==> config.mk <==
export PLATFORM = sky130hd
export DESIGN_NAME = pc_branch_sequencer_flat
export DESIGN_NICKNAME = d
export VERILOG_FILES = /design/src/rtl/mips_pkg.sv /design/src/rtl/pc_branch_sequencer_if.sv /design/src/rtl/pc_branch_sequencer_target_calc.sv /design/src/rtl/pc_branch_sequencer.sv /design/src/flat_wrapper.sv
export SDC_FILE = /design/constraint.sdc
export NUM_CORES = 1
export LEC_CHECK = 0
export ABC_AREA = 1
export BUFFER_PORTS_ARGS = -buffer_cell sky130_fd_sc_hd__buf_4
export CAP_MARGIN = 30
export CORE_ASPECT_RATIO = 1.25
export CORE_MARGIN = 5
export CORE_UTILIZATION = 50
export CTS_CLUSTER_DIAMETER = 80
export CTS_CLUSTER_SIZE = 20
export DETAILED_ROUTE_END_ITERATION = 8
export GPL_ROUTABILITY_DRIVEN = 0
export GPL_TIMING_DRIVEN = 0
export PLACE_DENSITY_LB_ADDON = 0.2
export SYNTH_ARGS = -nofsm -noshare
export SYNTH_HDL_FRONTEND = slang
export SYNTH_SLANG_ARGS = --single-unit
export TNS_END_PERCENT = 20
==> constraint.sdc <==
create_clock -name clk -period 3.07 [get_ports clk]
set_input_delay 0.307 -clock clk [delete_from_list [all_inputs] [get_ports clk]]
set_output_delay 0.307 -clock clk [all_outputs]
set_load 0.01 [all_outputs]
==> src/rtl/mips_pkg.sv <==
// mips_pkg
// Shared MIPS definitions for the PC sequencer: opcode/funct constants,
// the sequencer state encoding, the control-flow class of an instruction
// and a helper that says whether a class/taken pair redirects the PC.
package mips_pkg;

    localparam logic [5:0] OP_RTYPE  = 6'd0;
    localparam logic [5:0] OP_REGIMM = 6'd1;
    localparam logic [5:0] OP_J      = 6'd2;
    localparam logic [5:0] OP_JAL    = 6'd3;
    localparam logic [5:0] OP_BEQ    = 6'd4;
    localparam logic [5:0] OP_BNE    = 6'd5;
    localparam logic [5:0] OP_BLEZ   = 6'd6;
    localparam logic [5:0] OP_BGTZ   = 6'd7;

    localparam logic [5:0] FN_JR     = 6'd8;
    localparam logic [5:0] FN_JALR   = 6'd9;

    typedef enum logic [2:0] {
        IDLE,
        FETCH,
        DECODE,
        WAIT,
        UPDATE
    } seq_state_t;

    typedef enum logic [2:0] {
        BR,
        J,
        JAL,
        JR,
        JALR,
        SEQ
    } ctl_class_t;

    // Conditional branches redirect only when taken; every jump form always
    // redirects; sequential instructions never do.
    function automatic logic is_redirect(input ctl_class_t cls, input logic taken);
        logic r;
        case (cls)
            BR:                  r = taken;
            J, JAL, JR, JALR:    r = 1'b1;
            default:             r = 1'b0;
        endcase
        return r;
    endfunction

endpackage

==> src/rtl/pc_branch_sequencer_if.sv <==
// pc_branch_sequencer_if
// Bundles the instruction-memory fetch channel and the branch-condition
// evaluator channel of the PC sequencer.
//   imem_req/imem_addr : fetch request and address (sequencer -> memory)
//   imem_ack/imem_rdata: fetch response (memory -> sequencer)
//   ir                 : latched instruction (sequencer -> evaluator/datapath)
//   bflag/cmp_valid    : branch decision (evaluator -> sequencer)
//
// Handshake: a transfer happens on a rising edge where the producer's
// qualifier is high while the consumer is waiting for it. imem_ack is
// honoured only while imem_req is high (ack may arrive in the first request
// cycle); cmp_valid is honoured only while the sequencer waits on a
// conditional branch, and bflag is meaningful only when cmp_valid is high.
interface pc_branch_sequencer_if;
    logic        imem_req;
    logic [31:0] imem_addr;
    logic        imem_ack;
    logic [31:0] imem_rdata;
    logic [31:0] ir;
    logic        bflag;
    logic        cmp_valid;

    modport master (
        output imem_req, imem_addr, ir,
        input  imem_ack, imem_rdata, bflag, cmp_valid
    );

    modport slave (
        input  imem_req, imem_addr, ir,
        output imem_ack, imem_rdata, bflag, cmp_valid
    );
endinterface

==> src/rtl/pc_branch_sequencer_target_calc.sv <==
// pc_target_calc
// Combinational control-flow decode and target generation.
//   ir       in  32  latched instruction
//   pc4      in  32  address of the following instruction
//   rs_value in  32  register rs (JR/JALR target)
//   cls      out     control-flow class
//   target   out 32  redirect target for the class (pc4 for SEQ)
module pc_target_calc
    import mips_pkg::*;
(
    input  logic [31:0] ir,
    input  logic [31:0] pc4,
    input  logic [31:0] rs_value,
    output ctl_class_t  cls,
    output logic [31:0] target
);

    logic [5:0]  opcode;
    logic [4:0]  rt;
    logic [5:0]  funct;
    logic [31:0] br_off;
    logic [31:0] jmp_target;
    logic [31:0] reg_target;

    assign opcode     = ir[31:26];
    assign rt         = ir[20:16];
    assign funct      = ir[5:0];
    assign br_off     = {{14{ir[15]}}, ir[15:0], 2'b00};
    assign jmp_target = {pc4[31:28], ir[25:0], 2'b00};
    // Register targets are forced word aligned.
    assign reg_target = rs_value & 32'hFFFF_FFFC;

    always_comb begin
        cls    = SEQ;
        target = pc4;
        case (opcode)
            OP_BEQ, OP_BNE, OP_BLEZ, OP_BGTZ: begin
                cls    = BR;
                target = pc4 + br_off;
            end
            OP_REGIMM: begin
                // Only BLTZ (rt=0) and BGEZ (rt=1) are branches here.
                if (rt[4:1] == 4'd0) begin
                    cls    = BR;
                    target = pc4 + br_off;
                end
            end
            OP_J: begin
                cls    = J;
                target = jmp_target;
            end
            OP_JAL: begin
                cls    = JAL;
                target = jmp_target;
            end
            OP_RTYPE: begin
                if (funct == FN_JR) begin
                    cls    = JR;
                    target = reg_target;
                end else if (funct == FN_JALR) begin
                    cls    = JALR;
                    target = reg_target;
                end
            end
            default: begin
            end
        endcase
    end

endmodule

==> src/rtl/pc_branch_sequencer.sv <==
// pc_branch_sequencer
// Multi-cycle PC sequencer: fetch, decode control-flow class, wait for the
// branch decision or datapath completion, then commit the next PC.
//   clk, rst_n     clock; synchronous active-low reset
//   run            keep sequencing (0 = stop at next instruction boundary)
//   bus            fetch channel and evaluator channel (master side)
//   exec_done      datapath finished a non-control instruction
//   rs_value       register rs for JR/JALR
//   pc             current PC
//   link_valid     pulse in UPDATE for JAL/JALR; write link_pc
//   link_pc        pc+4 of the retiring instruction
//   branch_taken   pulse in UPDATE when the PC is redirected
//   retire         pulse in UPDATE, one per committed instruction
//   instr_count    committed-instruction counter
//   state_dbg      current FSM state
module pc_branch_sequencer
    import mips_pkg::*;
#(
    parameter logic [31:0] RESET_PC = 32'h0000_3000
) (
    input  logic                         clk,
    input  logic                         rst_n,
    input  logic                         run,
    pc_branch_sequencer_if.master        bus,
    input  logic                         exec_done,
    input  logic [31:0]                  rs_value,
    output logic [31:0]                  pc,
    output logic                         link_valid,
    output logic [31:0]                  link_pc,
    output logic                         branch_taken,
    output logic                         retire,
    output logic [31:0]                  instr_count,
    output seq_state_t                   state_dbg
);

    seq_state_t  state;
    seq_state_t  state_next;

    logic [31:0] pc_q;
    logic [31:0] pc4_q;
    logic [31:0] ir_q;
    ctl_class_t  cls_q;
    logic [31:0] target_q;
    logic        taken_q;
    logic [31:0] count_q;

    ctl_class_t  calc_cls;
    logic [31:0] calc_target;
    logic        redirect;

    pc_target_calc u_target_calc (
        .ir       (ir_q),
        .pc4      (pc4_q),
        .rs_value (rs_value),
        .cls      (calc_cls),
        .target   (calc_target)
    );

    // Decided entirely from registered class/taken, so no input reaches
    // an output combinationally.
    assign redirect = is_redirect(cls_q, taken_q);

    always_ff @(posedge clk) begin
        if (!rst_n) begin
            state    <= IDLE;
            pc_q     <= RESET_PC;
            pc4_q    <= 32'd0;
            ir_q     <= 32'd0;
            cls_q    <= SEQ;
            target_q <= 32'd0;
            taken_q  <= 1'b0;
            count_q  <= 32'd0;
        end else begin
            state <= state_next;
            case (state)
                FETCH: begin
                    if (bus.imem_ack) begin
                        ir_q  <= bus.imem_rdata;
                        pc4_q <= pc_q + 32'd4;
                    end
                end
                DECODE: begin
                    cls_q    <= calc_cls;
                    target_q <= calc_target;
                    taken_q  <= 1'b0;
                end
                WAIT: begin
                    if (cls_q == BR && bus.cmp_valid) begin
                        taken_q <= bus.bflag;
                    end
                end
                UPDATE: begin
                    pc_q    <= redirect ? target_q : pc4_q;
                    count_q <= count_q + 32'd1;
                end
                default: begin
                end
            endcase
        end
    end

    always_comb begin
        state_next = state;
        case (state)
            IDLE: begin
                if (run) state_next = FETCH;
            end
            FETCH: begin
                if (bus.imem_ack) state_next = DECODE;
            end
            DECODE: begin
                if (calc_cls == BR || calc_cls == SEQ) state_next = WAIT;
                else                                    state_next = UPDATE;
            end
            WAIT: begin
                // Only the completion input matching the class counts.
                if (cls_q == BR) begin
                    if (bus.cmp_valid) state_next = UPDATE;
                end else begin
                    if (exec_done) state_next = UPDATE;
                end
            end
            UPDATE: begin
                state_next = run ? FETCH : IDLE;
            end
            default: begin
                state_next = IDLE;
            end
        endcase
    end

    assign bus.imem_req  = (state == FETCH);
    assign bus.imem_addr = pc_q;
    assign bus.ir        = ir_q;

    assign pc            = pc_q;
    assign link_pc       = pc4_q;
    assign retire        = (state == UPDATE);
    assign branch_taken  = (state == UPDATE) && redirect;
    assign link_valid    = (state == UPDATE) && (cls_q == JAL || cls_q == JALR);
    assign instr_count   = count_q;
    assign state_dbg     = state;

endmodule

==> src/flat_wrapper.sv <==
// flat-port wrapper written by rule: the top's interface ports become plain ports
module pc_branch_sequencer_flat import mips_pkg::*;
#(
    parameter logic [31:0] RESET_PC = 32'h0000_3000
)
  (clk, rst_n, run, exec_done, rs_value, pc, link_valid, link_pc, branch_taken, retire, instr_count, state_dbg, bus_imem_req, bus_imem_addr, bus_ir, bus_imem_ack, bus_imem_rdata, bus_bflag, bus_cmp_valid);
  pc_branch_sequencer_if bus_i ();
  input  logic clk;
  input  logic rst_n;
  input  logic run;
  input  logic exec_done;
  input  logic [31:0] rs_value;
  output logic [31:0] pc;
  output logic link_valid;
  output logic [31:0] link_pc;
  output logic branch_taken;
  output logic retire;
  output logic [31:0] instr_count;
  output seq_state_t state_dbg;
  output wire logic [$bits(bus_i.imem_req)-1:0] bus_imem_req;
  output wire logic [$bits(bus_i.imem_addr)-1:0] bus_imem_addr;
  output wire logic [$bits(bus_i.ir)-1:0] bus_ir;
  input wire logic [$bits(bus_i.imem_ack)-1:0] bus_imem_ack;
  input wire logic [$bits(bus_i.imem_rdata)-1:0] bus_imem_rdata;
  input wire logic [$bits(bus_i.bflag)-1:0] bus_bflag;
  input wire logic [$bits(bus_i.cmp_valid)-1:0] bus_cmp_valid;
  assign bus_imem_req = bus_i.imem_req;
  assign bus_imem_addr = bus_i.imem_addr;
  assign bus_ir = bus_i.ir;
  assign bus_i.imem_ack = bus_imem_ack;
  assign bus_i.imem_rdata = bus_imem_rdata;
  assign bus_i.bflag = bus_bflag;
  assign bus_i.cmp_valid = bus_cmp_valid;
  pc_branch_sequencer #(.RESET_PC(RESET_PC)) u_core (.clk(clk), .rst_n(rst_n), .run(run), .bus(bus_i), .exec_done(exec_done), .rs_value(rs_value), .pc(pc), .link_valid(link_valid), .link_pc(link_pc), .branch_taken(branch_taken), .retire(retire), .instr_count(instr_count), .state_dbg(state_dbg));
endmodule
==> results.sh <==
export IMPL_maxSlewViolCount=0
export IMPL_grt_max_degree=20
export IMPL_synthCells=1722
export IMPL_yosys_top_cells_count="425 x nand2_1, 232 x inv_1, 205 x nor2_1, 167 x dfxtp_1, 110 x nand3_1"
export IMPL_yosysSeqAreaShare=0.306
export IMPL_cts_setup_buffers=0
export IMPL_clkPwrFrac=0.243
export IMPL_drt_vias_per_instance=5.61
export IMPL_clock_sinks=167
export IMPL_rrSetupSlack_ns=0.32
export IMPL_p_total_mw=9.05
export IMPL_grt_total_usage=0.327
export IMPL_cts_repair_resized=0
export IMPL_async_flop_share=0
export IMPL_fin_skew_ns=0.0128
export IMPL_clock_latency_ns=0.44
export IMPL_switching_power_mw=4.06
export IMPL_die_h_um=175
export IMPL_io_buffers=234
export IMPL_period_share=0.897
export IMPL_pwr_share_comb=0.421
export IMPL_ir_drop_uv=523
export IMPL_holdBufCountCts=0
export IMPL_cts_buffers=17
export IMPL_critPathRequiredTime_ns=3.43
export IMPL_wl_um=42000
export IMPL_yosys_register_bits=167
export IMPL_worstReg2RegStart="u_core.link_pc[2]"
export IMPL_synth_main_ff_cell="dfxtp_1"
export IMPL_cap_violations=0
export IMPL_drive_above_1_share=0.196
export IMPL_clockBufferDepth=2
export IMPL_cts_root_buf="clkbuf_16"
export IMPL_synth_area_top_cells="dfxtp_1 31%, nand2_1 15%, inv_1 8.0%"
export IMPL_maxSlewHeadroom=0.439
export IMPL_cp_arrival_ns=3.12
export IMPL_rows=60
export IMPL_leakage_nw=6.81
export IMPL_hold_path_end="u_core.bus.ir[11]"
export IMPL_ys_warnings_count=0
export IMPL_diodes=0
export IMPL_tns_ns=0
export IMPL_dp_hpwl_um=32900
export IMPL_end_kind="register"
export IMPL_p_seq_frac=0.336
export IMPL_nets=2078
export IMPL_grt_antenna_before_repair=0
export IMPL_start_kind="register"
export IMPL_netlist_area_mm2=0.0109
export IMPL_ios=238
export IMPL_core_area_mm2=0.0215
export IMPL_yosysMostFrequentCell="nand2_1"
export IMPL_ys_types=57
export IMPL_synth_nets=1825
export IMPL_die_w_um=142
export IMPL_swShare=0.448
export IMPL_path_class="register to register"
export IMPL_drc=0
export IMPL_hp_class="input port to register"
export IMPL_synth_top_cell_area_share=0.306
export IMPL_rr_endpoint="u_core.target_q[30]"
export IMPL_start_util=0.507
export IMPL_setup_viol=0
export IMPL_whs_path_depth=3
export IMPL_synth_top_area_cell="dfxtp_1"
export IMPL_htree_levels=4
export IMPL_grt_pass1_wl_um=63700
export IMPL_multi_input_area_mm2=0.00608
export IMPL_period_minus_slack_ns=2.75
export IMPL_vias=12713
export IMPL_synth_edf_count=0
export IMPL_ant_nets=0
export IMPL_first_global_vias=12051
export IMPL_cts_tree="built"
export IMPL_fmax_mhz=363
export IMPL_wire_per_inst_um=18.5
export IMPL_intPower_mw=4.99
export IMPL_area_sequential_mm2=0.00334
export IMPL_p_per_area_mw_per_mm2=664
export IMPL_rsz0062_at_grt="no"
export IMPL_syn_to_final_growth_pct=24.8
export IMPL_globalRoute_totalOverflow=0
export IMPL_fp_dieArea_mm2=0.0249
export IMPL_fill_cells=2065
export IMPL_rr_worst_depth=14
export IMPL_syn_area_per_cell_um2=6.34
export IMPL_outcome="completed"
export IMPL_crit_fanout=5
export IMPL_drt_iter0_markers=1051
export IMPL_tightest_slew_ns=0.841
export IMPL_hold_violations=0
export IMPL_min_from="bus_imem_rdata[11]"
export IMPL_clkSlewWorstSetupHoldPaths_ns=0.07
export IMPL_drt_pass1_iterations=7
kinds of logic after synthesis:
group	after synthesis	synth area share
buffers and inverters	350	0.138
AND/OR/NAND/NOR	866	0.350
AO/OA/AOI/OAI	276	0.144
XOR/XNOR	31	0.0249
flip-flops	167	0.306
adder cells (fa/ha/maj)	32	0.0373
worst max-delay path, stage by stage (launching register included):
cell     delay, ns
dfxtp_1       0.44
ha_1          0.30
inv_1         0.08
fa_1          0.41
inv_1         0.11
nand3_1       0.07
nand3_1       0.21
nand2_1       0.10
nand3_1       0.27
nand2_1       0.12
nand3_1       0.10
nand3_1       0.16
nand2_1       0.11
nand2_1       0.05
a21oi_1       0.15
layer usage:
layer,vias to the layer above,track usage,part of all wire
met5,-,0,0
met4,0,0.229,0.079
met3,207,0.0588,0.081
met2,636,0.558,0.48
met1,5843,0.362,0.36
li1,6027,-,-
power by group through the flow:
| stage | clock network (mW) | registers, mW | logic, mW |
|---|---|---|---|
| finish | 2.20 | 3.04 | 3.81 |
| global route | 2.29 | 3.06 | 4.14 |
| CTS | 2.20 | 3.02 | 3.74 |
| detailed placement | 0 | 3.07 | 3.71 |
| global placement | 0 | 3.06 | 3.65 |
| floorplan | 0 | 2.96 | 2.26 |
how the worst max path moves through the flow:
stage | startpoint | end | slack (ns) | depth (start not counted)
after global routing | u_core.bus.ir[15] | u_core.target_q[28] | 0.19 | 12
after global placement | u_core.bus.ir[15] | u_core.target_q[28] | 0.50 | 12
after floorplan | u_core.bus.ir[15] | u_core.target_q[22] | 1.04 | 14
after CTS | u_core.bus.ir[15] | u_core.target_q[30] | 0.43 | 14
after detailed placement | u_core.link_pc[2] | u_core.target_q[18] | 0.47 | 15
final | u_core.link_pc[2] | u_core.target_q[30] | 0.32 | 14
per-stage QoR:
step	utilization	hold WS [ns]	instance area [um2]	worst slack [ns]	std cells
after global placement	0.605	0.453	13000	0.504	2235
final	0.633	0.117	13600	0.316	2267
after global routing	0.633	0.133	13600	0.187	2267
after detailed placement	0.605	0.459	13000	0.465	2235
after floorplan	-	0.445	10900	1.04	1722
after CTS	0.633	0.115	13600	0.434	2267
layout make-up:
cell class | instances | share of cell area
Timing Repair Buffer | 234 | 0.129
Clock inverter | 15 | 0.0131
Buffer | 96 | 0.0404
Clock buffer | 17 | 0.0312
Multi-Input combinational cell | 1205 | 0.446
Sequential cell | 167 | 0.245
Inverter | 254 | 0.0701
Tap cell | 279 | 0.0256
cells in the final DEF, fill, tap and decap left out, types with 9 or more instances in the layout:
cell and instances:
nand2_1 425, buf_4 274, inv_1 232, nor2_1 205
dfxtp_1 167, nand3_1 110, a21oi_1 102, o21ai_0 82
o211ai_1 46, clkbuf_1 31, nand4_1 31, ha_1 31
nor3_1 29, xor2_1 22, o21ai_1 21, inv_2 18
buf_2 18, clkbuf_16 17, xnor2_1 9, or2_2 9
flip-flops by register name, summed over array words and instances, names as in the netlist:
register              count
u_core.bus.imem_addr     32
u_core.bus.ir            32
u_core.instr_count       32
u_core.link_pc           32
u_core.target_q          32
u_core.cls_q              3
u_core.state_dbg          3
u_core.taken_q            1
Note: power is estimated with default switching activity, not from simulation.
